[src/rtl/mem_pkg.sv]
// Shared definitions for the store buffer: default widths, entry type, pointer sizing.
package mem_pkg;

    localparam int unsigned WL_DEF    = 32;
    localparam int unsigned DEPTH_DEF = 4;

    typedef struct packed {
        logic [WL_DEF-1:0] addr;
        logic [WL_DEF-1:0] data;
    } sb_entry_t;

    function automatic int unsigned ptr_w(input int unsigned depth);
        return $clog2(depth);
    endfunction

endpackage

[src/rtl/sb_fifo.sv]
// Circular store queue: storage, head/tail pointers and occupancy count.
// Every entry is exported so the owner can do the forwarding compare.
module sb_fifo
    import mem_pkg::*;
#(
    parameter int unsigned WL    = WL_DEF,
    parameter int unsigned DEPTH = DEPTH_DEF,
    localparam int unsigned PW   = ptr_w(DEPTH)
) (
    input  logic          clk,
    input  logic          rst_n,
    input  logic          push_i,
    input  logic [WL-1:0] push_addr_i,
    input  logic [WL-1:0] push_data_i,
    input  logic          pop_i,
    output logic [PW-1:0] head_o,
    output logic [PW-1:0] tail_o,
    output logic [PW:0]   count_o,
    output logic          full_o,
    output logic          empty_o,
    output logic [WL-1:0] addr_o [DEPTH],
    output logic [WL-1:0] data_o [DEPTH]
);

    logic [WL-1:0] addr_q [DEPTH];
    logic [WL-1:0] data_q [DEPTH];
    logic [PW-1:0] head_q, head_d;
    logic [PW-1:0] tail_q, tail_d;
    logic [PW:0]   count_q, count_d;

    always_comb begin
        head_d  = head_q;
        tail_d  = tail_q;
        count_d = count_q;
        if (pop_i)  head_d = head_q + PW'(1);
        if (push_i) tail_d = tail_q + PW'(1);
        case ({push_i, pop_i})
            2'b10:   count_d = count_q + (PW+1)'(1);
            2'b01:   count_d = count_q - (PW+1)'(1);
            default: count_d = count_q;
        endcase
    end

    always_ff @(posedge clk) begin
        if (!rst_n) begin
            head_q  <= '0;
            tail_q  <= '0;
            count_q <= '0;
        end else begin
            head_q  <= head_d;
            tail_q  <= tail_d;
            count_q <= count_d;
        end
    end

    // Entry contents are deliberately not reset; push is already gated by reset upstream.
    always_ff @(posedge clk) begin
        if (push_i) begin
            addr_q[tail_q] <= push_addr_i;
            data_q[tail_q] <= push_data_i;
        end
    end

    assign head_o  = head_q;
    assign tail_o  = tail_q;
    assign count_o = count_q;
    assign full_o  = (count_q == (PW+1)'(DEPTH));
    assign empty_o = (count_q == '0);
    assign addr_o  = addr_q;
    assign data_o  = data_q;

endmodule

[src/rtl/mem_store_buffer.sv]
// Store buffer between EX/MEM and a single-port data memory: queues stores behind
// loads, drains them on idle cycles, and forwards the youngest matching store to loads.
module mem_store_buffer
    import mem_pkg::*;
#(
    parameter int unsigned WL    = WL_DEF,
    parameter int unsigned DEPTH = DEPTH_DEF
) (
    input  logic          CLK,
    input  logic          RST_N,
    input  logic          ST_VALID,
    input  logic [WL-1:0] ST_ADDR,
    input  logic [WL-1:0] ST_DATA,
    input  logic          LD_VALID,
    input  logic [WL-1:0] LD_ADDR,
    output logic [WL-1:0] LD_DATA,
    output logic          LD_FWD,
    output logic          STALL,
    output logic          EMPTY,
    output logic          DMWE,
    output logic [WL-1:0] DMA,
    output logic [WL-1:0] DMWD,
    input  logic [WL-1:0] DMRD
);

    localparam int unsigned PW = ptr_w(DEPTH);

    logic          push, pop, bypass, drain;
    logic          fifo_full, fifo_empty;
    logic [PW-1:0] head, tail, idx;
    logic [PW:0]   count;
    logic [WL-1:0] ent_addr [DEPTH];
    logic [WL-1:0] ent_data [DEPTH];
    logic          hit;
    logic [WL-1:0] hit_data;

    sb_fifo #(.WL(WL), .DEPTH(DEPTH)) u_fifo (
        .clk        (CLK),
        .rst_n      (RST_N),
        .push_i     (push),
        .push_addr_i(ST_ADDR),
        .push_data_i(ST_DATA),
        .pop_i      (pop),
        .head_o     (head),
        .tail_o     (tail),
        .count_o    (count),
        .full_o     (fifo_full),
        .empty_o    (fifo_empty),
        .addr_o     (ent_addr),
        .data_o     (ent_data)
    );

    assign bypass = ST_VALID & ~LD_VALID & fifo_empty;
    assign drain  = ~LD_VALID & ~fifo_empty;
    assign STALL  = RST_N & ST_VALID & LD_VALID & fifo_full;
    assign push   = RST_N & ST_VALID & ~STALL & ~bypass;
    assign pop    = RST_N & drain;
    assign EMPTY  = ~RST_N | fifo_empty;

    // Walk from the youngest entry (tail-1) toward head; the first match wins.
    always_comb begin
        hit      = 1'b0;
        hit_data = '0;
        idx      = '0;
        for (int unsigned i = 0; i < DEPTH; i++) begin
            idx = tail - PW'(1) - PW'(i);
            if (!hit && ((PW+1)'(i) < count) && (ent_addr[idx] == LD_ADDR)) begin
                hit      = 1'b1;
                hit_data = ent_data[idx];
            end
        end
    end

    always_comb begin
        DMWE    = 1'b0;
        DMA     = LD_ADDR;
        DMWD    = '0;
        LD_DATA = DMRD;
        LD_FWD  = 1'b0;
        if (LD_VALID) begin
            if (hit) begin
                LD_DATA = hit_data;
                LD_FWD  = 1'b1;
            end
        end else if (drain) begin
            DMWE = 1'b1;
            DMA  = ent_addr[head];
            DMWD = ent_data[head];
        end else if (ST_VALID) begin
            DMWE = 1'b1;
            DMA  = ST_ADDR;
            DMWD = ST_DATA;
        end
        if (!RST_N) begin
            DMWE   = 1'b0;
            LD_FWD = 1'b0;
        end
    end

endmodule

[config.mk]
export PLATFORM = sky130hd
export DESIGN_NAME = mem_store_buffer
export DESIGN_NICKNAME = d
export VERILOG_FILES = /design/src/rtl/mem_pkg.sv /design/src/rtl/sb_fifo.sv /design/src/rtl/mem_store_buffer.sv
export SDC_FILE = /design/constraint.sdc
export NUM_CORES = 1
export LEC_CHECK = 0
export ABC_CLOCK_PERIOD_IN_PS = 9500
export CORE_MARGIN = 10
export CORE_UTILIZATION = 57
export DETAILED_ROUTE_END_ITERATION = 7
export GPL_TIMING_DRIVEN = 0
export PLACE_DENSITY = 0.81
export SYNTH_ARGS = -nofsm -noshare
export SYNTH_HDL_FRONTEND = slang
export SYNTH_SLANG_ARGS = --single-unit
[constraint.sdc]
create_clock -name CLK -period 9.5 [get_ports CLK]
set_input_delay 1.425 -clock CLK [delete_from_list [all_inputs] [get_ports CLK]]
set_output_delay 1.425 -clock CLK [all_outputs]
set_load 0.05 [all_outputs]
==> results.py <==
metrics = {
    "timing": {
        "worst_pin_slew_ns": 1.18,
        "setup_ws_ns": 0.309,
        "fin_crit_sh_pct": 96.7,
        "max_slew_margin_pct": 21.1,
        "rsz0062_at_grt": "false",
        "max_freq_mhz": 109,
        "skew_ns": 0.0272,
        "setup-tns-final_ns": 0,
        "setup_viol": 0,
        "hold_violations": 0,
        "slew_violations": 0,
        "period_minus_slack_ns": 9.19,
    },
    "synth": {
        "muxShareOfSynthArea_pct": 32.8,
        "synthXorXnorAreaFrac_pct": 5.54,
        "yosysMostFrequentCell": "edfxtp_1",
        "synth-simple-area-share_pct": 3.84,
        "yosys_warnings": 0,
        "synth_compound_gate_area_share_pct": 11.7,
        "synth_area_leaders": "edfxtp_1 (39%), mux4_2 (23%), mux2i_1 (5.6%)",
        "synth_common_cells": "edfxtp_1 (256), mux4_2 (203), mux2i_1 (110)",
        "synth_top_family_by_area": "multiplexers",
        "yosysUniqueCellTypes": 67,
        "synth_edf_count": 256,
        "synth_fa_ha_area_share_pct": 0.574,
        "synth_nets": 1557,
        "synth_area_um2": 19600,
        "synth-seq-area-share_pct": 39.9,
        "avgSynthCellArea_um2": 13.8,
        "async_flop_share_pct": 0,
        "synthFlopType": "edfxtp_1",
        "synth-seq-cells": 263,
        "synth_top_area_share_pct": 39.2,
        "synth_area_leader_cell": "edfxtp_1",
        "synth_cells": 1416,
    },
    "route": {
        "wl_per_cell_um": 33.7,
        "antenna_left": 0,
        "wl_um": 71800,
        "dr.pass1.iters": 8,
        "drtIter0Drc": 2663,
        "avgViaCountPerCell": 7.56,
        "vias": 16080,
        "drc": 5,
    },
    "setup_path": {
        "end_kind": "output pin",
        "critPathBufInv": 16,
        "start_kind": "flip-flop",
        "slowest_delay_ns": 0.45,
        "cp_max_fo": 28,
        "critPathKind": "flip-flop to output pin",
        "cp_common_cell": "buf_6",
        "worst-endpoint-arrival_ns": 7.77,
        "cp_top_family": "buffers and inverters",
        "worstPathRequired_ns": 8.08,
        "slowest_stage": "clkdlybuf4s15_1",
    },
    "die": {
        "initial_core_util_pct": 58.2,
        "rows": 67,
        "core_um2": 33700,
        "pin_count": 232,
        "die_x_um": 205,
        "die_y_um": 205,
        "fp.dieArea_um2": 42200,
    },
    "power_and_ir_drop": {
        "power_mw": 3.97,
        "p_leak_nw": 7.57,
        "powerDensity_nw_per_um2": 170,
        "ir_drop_v": 0.000173,
    },
    "clocking": {
        "cts_buffers": 29,
        "htreeDepth": 1,
        "cts_tree": "yes",
        "cts_root_buf": "clkbuf_16",
        "cts_sinks": 263,
        "clock_latency_ns": 0.60,
        "clkTransAtPathRegs_ns": 0.06,
        "hold_buffers": 0,
        "ctsLongestPathBuffers": 3,
    },
    "grt": {
        "grt_use_total_pct": 33.5,
        "grt_pass1_wl_um": 105000,
        "grt_pass1_vias": 15700,
        "grt_max_degree": 52,
        "antenna_found_initial": 8,
        "grt_overflow": 0,
    },
    "run": {
        "cap_viol_max_count": 0,
    },
    "placed_design": {
        "dpl.cell_count": 2070,
        "io_buffer_count": 202,
        "preCtsSetupSlack_ns": -0.588,
        "place_hpwl_um": 51700,
        "place_congestion": 0.985,
    },
    "cells_and_area": {
        "finish.utilization_pct": 69.3,
        "syn_to_final_growth_pct": 19.1,
        "fin_cells": 2128,
        "drive_gt1_share_pct": 25.5,
        "nNetsFinal": 1793,
    },
    "status": {
        "status": "complete, but fails checks",
        "violations": "design-rule violations",
    },
    "worst_hold_path": {
        "hp-class": "flip-flop to flip-flop",
    },
}
per-stage QoR:
stage / hold WS, ns / area (µm²)
2_1_floorplan: 0.544 / 19600
3_3_place_gp: 0.592 / 22200
3_5_place_dp: 0.608 / 22300
4_1_cts: 0.619 / 23300
5_1_grt: 0.681 / 23400
6_report: 0.624 / 23400
kinds of logic after synthesis:
group / count (synthesis)
muxes: 381
xor gates and xnor gates: 124
AOI/OAI and AO/OA: 262
buffers and inverters: 229
adders and majority gates: 9
DFF: 263
and+or+nand+nor: 148
worst register-to-register path, cell delays in order, from the launching register on:
cell and delay, ns:
dfxtp_1 0.39, buf_6 0.13, buf_6 0.21, buf_12 0.20, buf_12 0.18, buf_6 0.23, buf_6 0.39, clkbuf_4 0.41
buf_4 0.25, inv_1 0.09, ha_1 0.29, buf_4 0.25, buf_6 0.27, buf_4 0.29, buf_4 0.31, buf_4 0.32
buf_2 0.42, buf_2 0.42, clkbuf_2 0.37, a21oi_1 0.13, nor2_1 0.12
layer usage:
layer	vias up	GRT usage, %	part of all wire [%]
li1	6373	-	-
met1	8107	45.7	37
met2	1437	49.6	45
met3	161	11.4	14
met4	2	10.8	3.6
met5	-	0	0.011
cell type report:
| type | count | area [µm²] |
|---|---|---|
| multi-input combinational | 924 | 10700 |
| fill | 2381 | 10300 |
| sequential | 263 | 7830 |
| timing repair buffer | 207 | 2170 |
| buffer | 154 | 856 |
| clock buffer | 40 | 777 |
| tap | 448 | 561 |
| inverter | 73 | 274 |
| clock inverter | 13 | 139 |
| antenna | 6 | 15.0 |
where the power goes:
part	switching (mW)	leakage [nW]	internal, mW	total [mW]
registers	0.0285	2.37	1.31	1.34
logic	0.924	4.76	0.602	1.53
clock network	0.483	0.438	0.628	1.11
total	1.44	7.57	2.54	3.97
layout by cell type, fill, tap and decap left out, types with 33 or more instances in the layout:
cell,instances
edfxtp_1,256
mux4_2,203
clkdlybuf4s50_1,169
mux2i_1,110
xnor2_1,92
clkbuf_1,88
inv_1,71
mux2_2,68
nor2_1,61
a222oi_1,33
o211a_1,33
a22o_1,33
a311oi_1,33
path summary, 6_finish.rpt:
check        depth (start not counted)         startpoint                 to  slack (ns)
max reg2reg                         20   u_fifo.tail_o[0]   u_fifo.tail_o[1]        3.75
min                                  2  u_fifo.count_o[1]  u_fifo.count_o[1]        0.62
min reg2reg                          2  u_fifo.count_o[1]  u_fifo.count_o[1]        0.62
max                                 26   u_fifo.tail_o[0]         LD_DATA[9]        0.31
timing repair:
| item | CTS | global route |
|---|---|---|
| setup buffers | 1 | 0 |
| gates cloned | 0 | 0 |
| setup endpoints to repair | 33 | 33 |
| resized for setup | 109 | 7 |
| pin swaps | 1 | 0 |
flip-flops by register name (all words and copies together), names as in the netlist:
name and cells:
u_fifo.addr_o 128, u_fifo.head_o 2, u_fifo.count_o 3, u_fifo.data_o 128, u_fifo.tail_o 2
No activity file was read; power rests on OpenSTA's default activity.
